### config.mk
export PLATFORM = sky130hd
export DESIGN_NAME = truth_table_sequencer
export DESIGN_NICKNAME = d
export VERILOG_FILES = /design/src/rtl/truth_table_sequencer_pkg.sv /design/src/rtl/btn_debounce.sv /design/src/rtl/truth_table_sequencer.sv
export SDC_FILE = /design/constraint.sdc
export NUM_CORES = 1
export LEC_CHECK = 0
export CORE_MARGIN = 5
export CORE_UTILIZATION = 46
export DETAILED_ROUTE_END_ITERATION = 12
export HOLD_SLACK_MARGIN = 0.03
export PLACE_DENSITY_LB_ADDON = 0.3
export SLEW_MARGIN = 20
export SYNTH_ARGS = -nofsm -noshare
export SYNTH_HDL_FRONTEND = slang
export SYNTH_HIERARCHICAL = 1
export SYNTH_SLANG_ARGS = --single-unit
### constraint.sdc
create_clock -name clk_pin -period 2.6 [get_ports clk_pin]
set_clock_uncertainty 0.1 [all_clocks]
set_input_delay 0.65 -clock clk_pin [delete_from_list [all_inputs] [get_ports clk_pin]]
set_output_delay 0.65 -clock clk_pin [all_outputs]
set_load 0.01 [all_outputs]
### src/rtl/truth_table_sequencer_pkg.sv
// Shared definitions for the truth-table sequencer: FSM encoding, golden
// vector default and the combinational function under test.
package truth_table_sequencer_pkg;

   typedef enum logic [2:0] {
      ST_IDLE    = 3'd0,
      ST_APPLY   = 3'd1,
      ST_SETTLE  = 3'd2,
      ST_CAPTURE = 3'd3,
      ST_WAIT    = 3'd4,
      ST_DONE    = 3'd5
   } state_t;

   localparam logic [7:0] GOLDEN_DEFAULT = 8'h7E;
   localparam logic [2:0] LAST_INDEX     = 3'd7;

   // stim = {s2, s1, s0}
   function automatic logic fut(input logic [2:0] stim);
      return (~stim[0] & (stim[1] | stim[2])) | (stim[0] & ~(stim[1] & stim[2]));
   endfunction

endpackage

### src/rtl/btn_debounce.sv
// Push-button conditioner: two-flop synchroniser, then a single-cycle pulse
// once the synchronised level has been high for DEBOUNCE_CYC cycles.
module btn_debounce #(
   parameter int DEBOUNCE_CYC = 1_000_000
) (
   input  logic clk,
   input  logic srst,
   input  logic raw,
   output logic pulse
);
   localparam int CW = $clog2(DEBOUNCE_CYC + 1);

   logic [1:0]    sync_reg;
   logic [CW-1:0] cnt_reg;
   logic          pulse_reg;

   // The counter saturates at DEBOUNCE_CYC so a held button fires only once.
   always_ff @(posedge clk) begin
      if (srst) begin
         sync_reg  <= '0;
         cnt_reg   <= '0;
         pulse_reg <= 1'b0;
      end else begin
         sync_reg  <= {sync_reg[0], raw};
         pulse_reg <= sync_reg[1] && (cnt_reg == CW'(DEBOUNCE_CYC - 1));
         if (!sync_reg[1])
            cnt_reg <= '0;
         else if (cnt_reg != CW'(DEBOUNCE_CYC))
            cnt_reg <= cnt_reg + 1'b1;
      end
   end

   assign pulse = pulse_reg;
endmodule

### src/rtl/truth_table_sequencer.sv
// Steps a 3-bit stimulus through all eight rows, captures f per row into a
// truth vector and compares it against GOLDEN; auto or button-stepped mode.
module truth_table_sequencer
   import truth_table_sequencer_pkg::*;
#(
   parameter int         STEP_DIV     = 50_000_000,
   parameter int         DEBOUNCE_CYC = 1_000_000,
   parameter int         SETTLE_CYC   = 4,
   parameter logic [7:0] GOLDEN       = GOLDEN_DEFAULT
) (
   input  logic        clk_pin,
   input  logic        rst_pin,
   input  logic        start_pin,
   input  logic        step_pin,
   input  logic [7:0]  sw_pin,
   output logic [15:0] led_pin
);
   localparam int CNT_MAX = (STEP_DIV > SETTLE_CYC) ? STEP_DIV : SETTLE_CYC;
   localparam int CW      = $clog2(CNT_MAX + 1);

   state_t        state_reg, state_next;
   logic [CW-1:0] cnt_reg;
   logic [2:0]    index_reg, stim_reg;
   logic [7:0]    vector_reg, vec_cap;
   logic          pass_reg, fail_reg, done_reg, busy_reg, auto_reg;
   logic          start_p, step_p, f, auto_mode, auto_rise;
   logic          unused_sw;

   btn_debounce #(.DEBOUNCE_CYC(DEBOUNCE_CYC)) u_start_db (
      .clk(clk_pin), .srst(rst_pin), .raw(start_pin), .pulse(start_p));
   btn_debounce #(.DEBOUNCE_CYC(DEBOUNCE_CYC)) u_step_db (
      .clk(clk_pin), .srst(rst_pin), .raw(step_pin), .pulse(step_p));

   assign f         = fut(stim_reg);
   assign auto_mode = sw_pin[7];
   assign auto_rise = auto_mode & ~auto_reg;
   assign unused_sw = ^sw_pin[6:0];

   // Truth vector with the current row's result merged in.
   generate
      for (genvar gi = 0; gi < 8; gi++) begin : g_cap
         assign vec_cap[gi] = (index_reg == 3'(gi)) ? f : vector_reg[gi];
      end
   endgenerate

   always_comb begin
      state_next = state_reg;
      case (state_reg)
         ST_IDLE, ST_DONE: if (start_p) state_next = ST_APPLY;
         ST_APPLY:         state_next = ST_SETTLE;
         ST_SETTLE:        if (cnt_reg == CW'(SETTLE_CYC - 1)) state_next = ST_CAPTURE;
         ST_CAPTURE:       state_next = (index_reg == LAST_INDEX) ? ST_DONE : ST_WAIT;
         ST_WAIT: begin
            // A fresh switch to auto restarts the dwell rather than leaving.
            if (auto_mode ? (!auto_rise && cnt_reg == CW'(STEP_DIV - 1)) : step_p)
               state_next = ST_APPLY;
         end
         default:          state_next = ST_IDLE;
      endcase
   end

   always_ff @(posedge clk_pin) begin
      if (rst_pin) begin
         state_reg  <= ST_IDLE;
         cnt_reg    <= '0;
         index_reg  <= '0;
         stim_reg   <= '0;
         vector_reg <= '0;
         pass_reg   <= 1'b0;
         fail_reg   <= 1'b0;
         done_reg   <= 1'b0;
         busy_reg   <= 1'b0;
         auto_reg   <= 1'b0;
      end else begin
         state_reg <= state_next;
         auto_reg  <= auto_mode;
         busy_reg  <= (state_next == ST_APPLY) || (state_next == ST_SETTLE) ||
                      (state_next == ST_CAPTURE) || (state_next == ST_WAIT);
         done_reg  <= (state_next == ST_DONE);

         if ((state_next != state_reg) || (state_reg == ST_WAIT && auto_rise))
            cnt_reg <= '0;
         else
            cnt_reg <= cnt_reg + 1'b1;

         case (state_reg)
            ST_IDLE, ST_DONE: begin
               if (start_p) begin
                  index_reg  <= '0;
                  vector_reg <= '0;
                  pass_reg   <= 1'b0;
                  fail_reg   <= 1'b0;
               end
            end
            ST_APPLY:   stim_reg <= index_reg;
            ST_CAPTURE: begin
               vector_reg <= vec_cap;
               if (index_reg == LAST_INDEX) begin
                  pass_reg <= (vec_cap == GOLDEN);
                  fail_reg <= (vec_cap != GOLDEN);
               end
            end
            ST_WAIT:    if (state_next == ST_APPLY) index_reg <= index_reg + 1'b1;
            default:    ;
         endcase
      end
   end

   assign led_pin = {vector_reg, fail_reg, pass_reg, busy_reg, done_reg, f, stim_reg};
endmodule

==> impl_metrics.json, run 1 <==
{
  "max_cap_viol_count": 0,
  "cts_max_level": 3,
  "switching_power_mw": 0.543,
  "hold_buffers": 0,
  "min_period_ns": 2.43,
  "reg2regPathDepth": 6,
  "peakVddDrop_v": 0.000318,
  "synth_edf_count": 0,
  "tightest_slew_ns": 0.718,
  "initial_core_util_pct": 47.2,
  "gpl.final_weighted_congestion": 0.863,
  "cts_setup_buffers": 0,
  "gr-total-overflow": 0,
  "yosysTopAreaCell": "dfxtp_1",
  "intPower_mw": 1.99,
  "final_common_cell": "dfxtp_1",
  "power_frac_comb_pct": 1.8,
  "crit_path_max_fanout": 4,
  "ant_nets": 0,
  "dp_cells": 656,
  "hold_viol": 0,
  "synth_area_leaders": "dfxtp_1, xor2_1, nor4_1",
  "dp_hpwl_um": 6300,
  "seqPwrFrac_pct": 57.4,
  "die_area_mm2": 0.0121,
  "rrSetupSlack_ns": 0.26,
  "synth_cell_types": 50,
  "tns_ns": 0,
  "grt_max_degree": 49,
  "netlist.area_leader.share_pct": 40.8,
  "switching_share_pct": 21.5,
  "rsz0062_at_grt": "false",
  "gr-usage-all-layers_pct": 16.3,
  "vias_per_cell": 5.63,
  "cp.arrival_ns": 1.68,
  "finalSetupViolations": 0,
  "fin_area_mm2": 0.00512,
  "die_h_um": 110,
  "min_period_over_period_pct": 93.5,
  "synth_cells": 522,
  "r2r-end": "cnt_reg[23]$_SDFF_PP0_",
  "pwr-share-clk_pct": 40.8,
  "final_cell_mix": "dfxtp_1, nand2_1, nor2_1",
  "criticalPathCategory": "flip-flop to output port",
  "via_count": 3784,
  "die_w_um": 110,
  "grt_pass1_vias": 3579,
  "start_kind": "flip-flop",
  "numPortBuffers": 20,
  "drtPass1Iterations": 4,
  "coreArea_mm2": 0.00977,
  "clk_latency_ns": 0.37,
  "antenna_found_initial": 0,
  "layout.nets": 557,
  "wirelength_um": 9190,
  "stdcell_count": 672,
  "required_ns": 1.85,
  "ys_async_sr_fraction_pct": 0,
  "core.rowCount": 36,
  "diodes": 0,
  "cts-root-buf": "clkbuf_8",
  "startpoint": "stim_reg[0]$_SDFFE_PP0P_",
  "placed_cell_area_mm2": 0.00490,
  "clockBufferDepth": 2,
  "io_pins": 28,
  "slew_headroom_pct": 52.0,
  "end_kind": "output port",
  "status": "finished clean",
  "clkTransAtPathRegs_ns": 0.09,
  "synth_ff_type": "dfxtp_1",
  "syn-num-nets": 545,
  "avgSynthCellArea_um2": 8.83,
  "hold_class": "flip-flop to flip-flop",
  "dr.max_layer_used": "met4",
  "leakage_nw": 1.66,
  "cts_tree": "yes",
  "syn_to_final_growth_pct": 11.1,
  "cts_sinks": 94,
  "cts_buffers": 9,
  "wl_per_cell_um": 13.7,
  "largest_register_ffs": 26,
  "wl_met3_um": 372,
  "endpoint": "led_pin[3]",
  "power_density_mw_per_mm2": 494,
  "reg2reg_from": "cnt_reg[10]$_SDFF_PP0_",
  "drc_errors": 0,
  "fmax_mhz": 411,
  "ys_warn_count": 6,
  "grt_pass1_wl_um": 16000,
  "wl_met2_um": 4390,
  "drtIter0Drc": 198,
  "synth_seq_cells": 94,
  "drive_gt1_share_pct": 7.24,
  "met1_length_um": 4270,
  "maxSlewViolCount": 0,
  "synth_area_mm2": 0.00461,
  "cts-resized-gates": 0,
  "ys_seq_area_share_pct": 40.8
}
## critical path, cell delays in order, from the launching register on
cell	delay, ns
dfxtp_1	0.34
nor3_1	0.36
nor2_1	0.12
clkdlybuf4s50_1	0.50
## logic make-up (layout without fill, tap and decap cells)
kind of cell	Yosys count	count (layout)	share of synthesized area, %
flip-flops	94	94	40.8
AO/OA/AOI/OAI	72	72	9.39
multiplexers	7	7	1.52
buffers and inverters	38	55	4.21
XOR/XNOR	43	43	8.17
AND/OR/NAND/NOR	257	257	32.9
adder cells (fa/ha/maj)	11	11	2.99
## how the worst min path moves through the flow
stage | from | slack, ns | end | depth (start not counted)
final | u_step_db/sync_reg[0]$_SDFF_PP0_ | 0.34 | u_step_db/sync_reg[1]$_SDFF_PP0_ | 1
after global routing | u_step_db/sync_reg[0]$_SDFF_PP0_ | 0.36 | u_step_db/sync_reg[1]$_SDFF_PP0_ | 1
after CTS | u_step_db/sync_reg[0]$_SDFF_PP0_ | 0.35 | u_step_db/sync_reg[1]$_SDFF_PP0_ | 1
after global placement | u_start_db/sync_reg[0]$_SDFF_PP0_ | 0.32 | u_start_db/sync_reg[1]$_SDFF_PP0_ | 1
after floorplan | u_start_db/sync_reg[0]$_SDFF_PP0_ | 0.31 | u_start_db/sync_reg[1]$_SDFF_PP0_ | 1
after detailed placement | u_start_db/sync_reg[0]$_SDFF_PP0_ | 0.33 | u_start_db/sync_reg[1]$_SDFF_PP0_ | 1
## power by group through the flow
stage / sequential, mW / combinational (mW) / clock, mW
after floorplan: 1.49 / 0.0300 / 0
after global placement: 1.49 / 0.0447 / 0
after detailed placement: 1.49 / 0.0457 / 0
after CTS: 1.45 / 0.0461 / 1.06
after global routing: 1.46 / 0.0514 / 1.12
final: 1.45 / 0.0456 / 1.03
## through the flow
| step | hold WS (ns) | setup slack [ns] | power (mW) | util, % |
|---|---|---|---|---|
| floorplan | 0.314 | 0.404 | 1.52 | - |
| global placement | 0.317 | 0.0803 | 1.53 | 50.2 |
| detailed placement | 0.326 | 0.0589 | 1.53 | 50.2 |
| CTS | 0.348 | 0.166 | 2.56 | 52.4 |
| global route | 0.358 | 0.0781 | 2.63 | 52.4 |
| finish | 0.343 | 0.168 | 2.53 | 52.4 |
## cell usage after synthesis, types with 8 or more instances
library cell,number
inv_1,11
nand3_1,36
nor2_1,39
nor2b_1,10
xnor2_1,10
nand2b_1,8
a21oi_1,29
ha_1,11
nand2_1,40
xor2_1,33
dfxtp_1,94
or3_1,11
o21ai_0,23
and3_1,10
nand4_1,17
clkbuf_1,16
nor4_1,34
## routing by layer
metal  vias up  global-route usage [%]
li1       1921                       -
met4         0                    5.63
met3        13                    4.14
met1      1797                    20.5
met5         -                       0
met2        53                    27.2
## area by class of cell
| cell class | count | area [um^2] |
|---|---|---|
| inverter | 11 | 41.3 |
| timing repair buffer | 28 | 280 |
| clock buffer | 12 | 165 |
| fill | 932 | 4650 |
| clock inverter | 4 | 53.8 |
| multi-input combinational | 390 | 2530 |
| tap | 133 | 166 |
| sequential | 94 | 1880 |
(Power assumes the default switching activity.)
==> inputs of run 2 (changes only) <==
--- a/config.mk
+++ b/config.mk
@@ -10,8 +10,9 @@
 export DETAILED_ROUTE_END_ITERATION = 12
 export HOLD_SLACK_MARGIN = 0.03
 export PLACE_DENSITY_LB_ADDON = 0.3
-export SLEW_MARGIN = 20
+export SLEW_MARGIN = 10
 export SYNTH_ARGS = -nofsm -noshare
 export SYNTH_HDL_FRONTEND = slang
 export SYNTH_HIERARCHICAL = 1
 export SYNTH_SLANG_ARGS = --single-unit
+export TNS_END_PERCENT = 100
==> results of run 2 <==
Final layout, timing and power as in run 1 (identical DEF).
